[config.mk]
export PLATFORM = sky130hd
export DESIGN_NAME = alu_arbiter
export DESIGN_NICKNAME = d
export VERILOG_FILES = /design/src/rtl/alu_arbiter.sv
export SDC_FILE = /design/constraint.sdc
export NUM_CORES = 1
export LEC_CHECK = 0
export CORE_AREA = 4 4 126 128
export DETAILED_ROUTE_END_ITERATION = 12
export DIE_AREA = 0 0 130 132
export DONT_BUFFER_PORTS = 1
export GPL_TIMING_DRIVEN = 0
export SLEW_MARGIN = 20
export SYNTH_ARGS = -nofsm -noshare
export SYNTH_HDL_FRONTEND = slang
export SYNTH_SLANG_ARGS = --single-unit
[constraint.sdc]
create_clock -name clk -period 5 [get_ports clk]
set_clock_uncertainty 0.2 [all_clocks]
set_input_delay 1 -clock clk [delete_from_list [all_inputs] [get_ports clk]]
set_output_delay 1 -clock clk [all_outputs]
set_load 0.01 [all_outputs]
[src/rtl/alu_arbiter.sv]
// Two-port round-robin arbiter and sequencer for a shared registered-output ALU.
// One operation in flight: accept -> issue -> wait for ALU -> hold response until consumed.
module alu_arbiter #(
  parameter int unsigned CNT_W = 16
) (
  input  logic             clk,
  input  logic             resetn,

  input  logic             a_req_valid,
  output logic             a_req_ready,
  input  logic [3:0]       a_req_ctr,
  input  logic [31:0]      a_req_srcA,
  input  logic [31:0]      a_req_srcB,
  output logic             a_resp_valid,
  input  logic             a_resp_ready,
  output logic [31:0]      a_resp_data,

  input  logic             b_req_valid,
  output logic             b_req_ready,
  input  logic [3:0]       b_req_ctr,
  input  logic [31:0]      b_req_srcA,
  input  logic [31:0]      b_req_srcB,
  output logic             b_resp_valid,
  input  logic             b_resp_ready,
  output logic [31:0]      b_resp_data,

  output logic [3:0]       alu_ctr,
  output logic [31:0]      alu_srcA,
  output logic [31:0]      alu_srcB,
  input  logic [31:0]      alu_resp,

  output logic             busy,
  output logic [CNT_W-1:0] ops_done
);

  localparam int unsigned DATA_W = 32;
  localparam int unsigned CTR_W  = 4;

  localparam logic [1:0] S_IDLE  = 2'd0;
  localparam logic [1:0] S_ISSUE = 2'd1;
  localparam logic [1:0] S_WAIT  = 2'd2;
  localparam logic [1:0] S_RESP  = 2'd3;

  localparam logic PORT_A = 1'b0;
  localparam logic PORT_B = 1'b1;

  logic [1:0]        state_q, state_d;
  logic              owner_q, owner_d;
  logic              last_grant_q, last_grant_d;
  logic [CTR_W-1:0]  ctr_q, ctr_d;
  logic [DATA_W-1:0] src_a_q, src_a_d;
  logic [DATA_W-1:0] src_b_q, src_b_d;
  logic [DATA_W-1:0] result_q, result_d;
  logic [CNT_W-1:0]  ops_done_q, ops_done_d;

  logic idle_c;
  logic grant_b_c;
  logic a_accept_c;
  logic b_accept_c;
  logic owner_ready_c;

  // Round-robin pick: B wins alone, or on contention when A had the last grant.
  always_comb begin
    idle_c        = resetn && (state_q == S_IDLE);
    grant_b_c     = b_req_valid && (!a_req_valid || (last_grant_q == PORT_A));
    a_accept_c    = idle_c && a_req_valid && !grant_b_c;
    b_accept_c    = idle_c && grant_b_c;
    owner_ready_c = (owner_q == PORT_B) ? b_resp_ready : a_resp_ready;
  end

  assign a_req_ready = a_accept_c;
  assign b_req_ready = b_accept_c;

  // Next-state and datapath update
  always_comb begin
    state_d      = state_q;
    owner_d      = owner_q;
    last_grant_d = last_grant_q;
    ctr_d        = ctr_q;
    src_a_d      = src_a_q;
    src_b_d      = src_b_q;
    result_d     = result_q;
    ops_done_d   = ops_done_q;

    case (state_q)
      S_IDLE: begin
        if (b_accept_c) begin
          owner_d      = PORT_B;
          last_grant_d = PORT_B;
          ctr_d        = b_req_ctr;
          src_a_d      = b_req_srcA;
          src_b_d      = b_req_srcB;
          state_d      = S_ISSUE;
        end else if (a_accept_c) begin
          owner_d      = PORT_A;
          last_grant_d = PORT_A;
          ctr_d        = a_req_ctr;
          src_a_d      = a_req_srcA;
          src_b_d      = a_req_srcB;
          state_d      = S_ISSUE;
        end
      end
      S_ISSUE: begin
        state_d = S_WAIT;
      end
      S_WAIT: begin
        result_d = alu_resp;
        state_d  = S_RESP;
      end
      S_RESP: begin
        if (owner_ready_c) begin
          ops_done_d = ops_done_q + CNT_W'(1);
          state_d    = S_IDLE;
        end
      end
      default: begin
        state_d = S_IDLE;
      end
    endcase
  end

  always_ff @(posedge clk or negedge resetn) begin
    if (!resetn) begin
      state_q      <= S_IDLE;
      owner_q      <= PORT_A;
      last_grant_q <= PORT_B;
      ctr_q        <= '0;
      src_a_q      <= '0;
      src_b_q      <= '0;
      result_q     <= '0;
      ops_done_q   <= '0;
    end else begin
      state_q      <= state_d;
      owner_q      <= owner_d;
      last_grant_q <= last_grant_d;
      ctr_q        <= ctr_d;
      src_a_q      <= src_a_d;
      src_b_q      <= src_b_d;
      result_q     <= result_d;
      ops_done_q   <= ops_done_d;
    end
  end

  assign alu_ctr      = ctr_q;
  assign alu_srcA     = src_a_q;
  assign alu_srcB     = src_b_q;
  assign busy         = (state_q != S_IDLE);
  assign ops_done     = ops_done_q;
  assign a_resp_valid = (state_q == S_RESP) && (owner_q == PORT_A);
  assign b_resp_valid = (state_q == S_RESP) && (owner_q == PORT_B);
  // Both ports see the captured result; only the owner's valid qualifies it.
  assign a_resp_data  = result_q;
  assign b_resp_data  = result_q;

endmodule

* After elaboration in Yosys (flattened, before gate mapping)
Index checks and enable logic that the tools add are counted.
** Cells by class
- Add/subtract/negate cells :: 1
- Equal/unequal tests :: 5
- Bitwise logic cells :: 2
- Multiplexer cells :: 13
- Reduce and logical (&&, ||, !) cells :: 16
** Operator list (count)
- 2-to-1 mux 32 bit :: 4
- adder 16 x 1 -> 16 bit (second input constant) :: 1
- 2-to-1 mux 4 bit :: 2
- case mux 2 bit (4 select lines) :: 1
- logical AND 1 bit :: 7
- 2-to-1 mux 2 bit :: 3
- AND reduction 2 bit :: 3
- equality test 2 bit (second input constant) :: 2
- nonzero test 2 bit :: 2
- 2-to-1 mux 1 bit :: 3
- inequality test 3 bit (second input constant) :: 1
- equality test 2 x 1 -> 1 bit (second input constant) :: 1
- logical NOT 1 bit :: 2
- logical NOT 2 bit :: 1
- inequality test 2 bit (second input constant) :: 1
- NOT 1 bit :: 2
- logical OR 1 bit :: 1
** Word-level totals
- Output and inout bits :: 153
- Register bits :: 120
- Bits of input ports :: 174
- Logic and storage cells :: 45

* Logic depth before layout (Yosys ltp)
- Depth after elaboration :: 8
- Gate-level depth with buffers :: 8
- Gate-level depth less buffers :: 6

* Worst setup path before layout
No wires, ideal clock.
- Path kind :: input to output
- Start :: input b_req_valid
- End :: output b_req_ready
- Buffers on the path :: 1
- Arrival time :: 1719 ps
- Slack :: 2081 ps
- Cell stages on the path :: 3
- Data required time :: 3800 ps
- Cell sequence :: nand3_1 -> a21oi_1 -> clkbuf_1
** On the way
- Longest elaborated chain between the ends :: 2
** RTL lines
- start: declaration :: line 18 : input logic b_req_valid,
- logical AND 1 bit :: line 65 : grant_b_c = b_req_valid && (!a_req_valid || (last_grant_q == PORT_A));
- logical AND 1 bit :: line 67 : b_accept_c = idle_c && grant_b_c;
- end: declaration :: line 19 : output logic b_req_ready,
Every way passes these cells.

* Worst setup path after layout
- Start :: register state_q[0]
- End :: output b_req_ready
** On the way
- Longest elaborated chain between the ends :: 3
** RTL lines
- start: declaration :: line 47 : logic [1:0] state_q, state_d;
- start signal: assignment :: line 133 : state_q <= state_d;
- logical NOT 2 bit :: line 64 : idle_c = resetn && (state_q == S_IDLE);
- logical AND 1 bit :: line 64
- logical AND 1 bit :: line 67
Every way passes these cells.

==> impl_metrics.toml <==
[setup_path]
required_ps = 3800
timing.rr.start = "state_q[0]"
cp_max_fo = 10
startpoint_type = "flip-flop"
r2r_slack_ps = 1990
r2r-end = "alu_srcB[27]"
end_kind = "output pin"
crit_arrival_ps = 2800
r2r_cells = 7
worstSetupPathType = "reg -> out"

[pwr]
power_switching_mw = 1.563
ir_worst_vdd_mv = 0.2353
intPower_mw = 2.745
total_power_mw = 4.308
p_leak_nw = 2.890
p_comb_frac = 0.268
p_seq_frac = 0.457
pwr-share-clk = 0.274
p_per_area_nw_per_um2 = 724.8
swShare = 0.3629

[placed_design]
hpwlAfterDp_mm = 11.30
io_buffers = 0
gp_congestion = 0.8020

[yosys]
synth_compound_area_frac = 0.1441
synthTopCellsByCount = "119 x dfrtp_1, 72 x inv_1, 68 x a222oi_1"
syn_inst = 412
yosysMostFrequentCell = "dfrtp_1"
syn_nets = 591
synthArstFlopShare = 1.000
yosysUniqueCellTypes = 30
yosys-top-cells-area = "dfrtp_1 58%, a222oi_1 13%, mux2_2 7.5%"
synthesis.area_um2 = 5130
synth_top_area_share = 0.5805
synth.largest_area_cell = "dfrtp_1"
ys_seq_elements = 120
synth_edf_count = 0
synth_flop_cell = "dfrtp_1"
ys_warn_count = 0
yosysSeqAreaShare = 0.5856
synthMuxAreaShare = 0.07659
synth_top_family_by_area = "compound AO/OA/AOI/OAI gates"
synth_fa_ha_area_frac = 0.01220
synthSimpleGateAreaFrac = 0.03732
synth.avg_cell_area_um2 = 12.45
synthXorXnorAreaFrac = 0.02561

[clocking]
cts_root_buf = "clkbuf_16"
cts-buffers-inserted = 17
cts_tree = "yes"
cts_resized = 0
clkLatencyLatePin_ps = 400
clkTransAtPathRegs_ps = 50
cts_max_level = 4
ctsHoldBuffers = 0
cts.sinks = 120
post_cts_buffers = 0
clk_path_buf_depth = 2

[sta]
fmax_mhz = 249.7
slew_headroom = 0.3459
final-hold-violation-count = 0
fin_tns_setup_ps = 0
tightest_slew_ps = 981.1
period_share = 0.8009
min_period_ps = 4004
slew_viol_final = 0
finalSetupViolations = 0
rsz0062_at_grt = "no"

[global_routing]
grt_pass1_vias = 3714
antenna_found_initial = 0
grt_pass1_wl_mm = 21.33
grt-ovfl-total = 0
grt_use_total = 0.1637
grt_max_degree = 126

[die]
io-pin-count = 327
die_w_um = 130
start_util = 0.3451
core_region_area_um2 = 14860
die_h_um = 132
die-area_um2 = 17160
rows = 45

[cells_and_area]
multi_input_area_um2 = 1518
synthToLayoutAreaGrowth_pct = 15.85
regArea_um2 = 3004
drive_gt1_frac = 0.2432
fillers = 1384
n_antenna_cell = 0
fin_nets = 610

[run]
maxCapViolCount = 0

[route]
routed_via_density = 5.669
ant_nets = 0
drt-total-wl_mm = 14.76
wl_per_cell_um = 23.36
initialDrtViolationCount = 534
drc_errors = 0
vias = 3583
firstDrtPassIters = 6

[run_status]
status = "completed"

[hold_path]
hold_class = "in -> async"
-- power groups by stage --
stage | Clock [mW] | Sequential (mW) | Combinational [mW]
detailed placement | 0 | 1.99 | 1.18
global placement | 0 | 1.99 | 1.13
CTS | 1.21 | 1.98 | 1.17
global route | 1.25 | 2.02 | 1.29
finish | 1.18 | 1.97 | 1.16
floorplan | 0 | 1.85 | 0.987
-- metrics by stage --
stage	util	std cells	cell area [um^2]	worst slack, ps	hold WS [ps]
6_report	0.3998	632	5943	995.6	92.21
5_1_grt	0.3998	632	5943	827.2	65.57
3_3_place_gp	0.3609	600	5365	1150	274.8
4_1_cts	0.3998	632	5943	907.8	66.60
2_1_floorplan	-	412	5130	2081	264.0
3_5_place_dp	0.3609	600	5365	1145	285.5
-- critical path, stage by stage (launching register included) --
cell and delay (ps):
dfrtp_1 380, inv_1 120, ha_1 290, nand3_1 140
a21oi_1 770, clkbuf_1 700
-- kinds of logic (layout without fill, tap and decap cells) --
| kind of cell | Yosys count | count (layout) |
|---|---|---|
| buffers and inverters | 129 | 161 |
| flip-flops | 120 | 120 |
| AO/OA/AOI/OAI | 78 | 78 |
| multiplexers | 35 | 35 |
| AND/OR/NAND/NOR | 30 | 30 |
| XOR/XNOR | 15 | 15 |
| adder cells (fa/ha/maj) | 5 | 5 |
-- sequential cells by signal (all words and copies together) (netlist names) --
| signal | flops |
|---|---|
| alu_srcB | 32 |
| alu_ctr | 4 |
| ops_done | 16 |
| last_grant_q | 1 |
| alu_srcA | 32 |
| owner_q | 1 |
| state_q | 2 |
| a_resp_data | 32 |
-- worst max path at each step --
stage / start / to / cells past startpoint
final: state_q[0] / b_req_ready / 5
after global routing: state_q[0] / b_req_ready / 5
after CTS: state_q[0] / b_req_ready / 5
after detailed placement: resetn / b_req_ready / 3
after global placement: resetn / b_req_ready / 3
after floorplan: b_req_valid / b_req_ready / 3
-- cell type report --
class / count / share of cell area
Clock inverter: 15 / 0.02568
Multi-Input combinational cell: 163 / 0.2554
Buffer: 57 / 0.05684
Tap cell: 188 / 0.03958
Inverter: 72 / 0.04547
Clock buffer: 17 / 0.07158
Sequential cell: 120 / 0.5055
-- metal layers --
metal | global-route usage | share of wire
met1 | 0.1757 | 0.35
met2 | 0.2908 | 0.52
met3 | 0.06199 | 0.11
met4 | 0.05774 | 0.019
met5 | 0 | 0
-- placed cells by master, fill, tap and decap left out, types with 2 or more instances in the layout --
cell and instances:
clkbuf_1 21, a21oi_1 3, a222oi_1 68, ha_1 5, bufinv_16 2, nor2_1 4, mux2_2 34, xnor2_1 11
o21ai_0 4, clkinv_2 4, nand2b_4 2, inv_1 72, inv_6 3, xor2_1 4, buf_2 3, dfrtp_1 119
nand4_1 3, nor4b_1 2, buf_4 32, and4_1 2, nand2_1 6, clkinvlp_4 5, nand3_1 6, clkbuf_16 17
(Power assumes the default switching activity.)
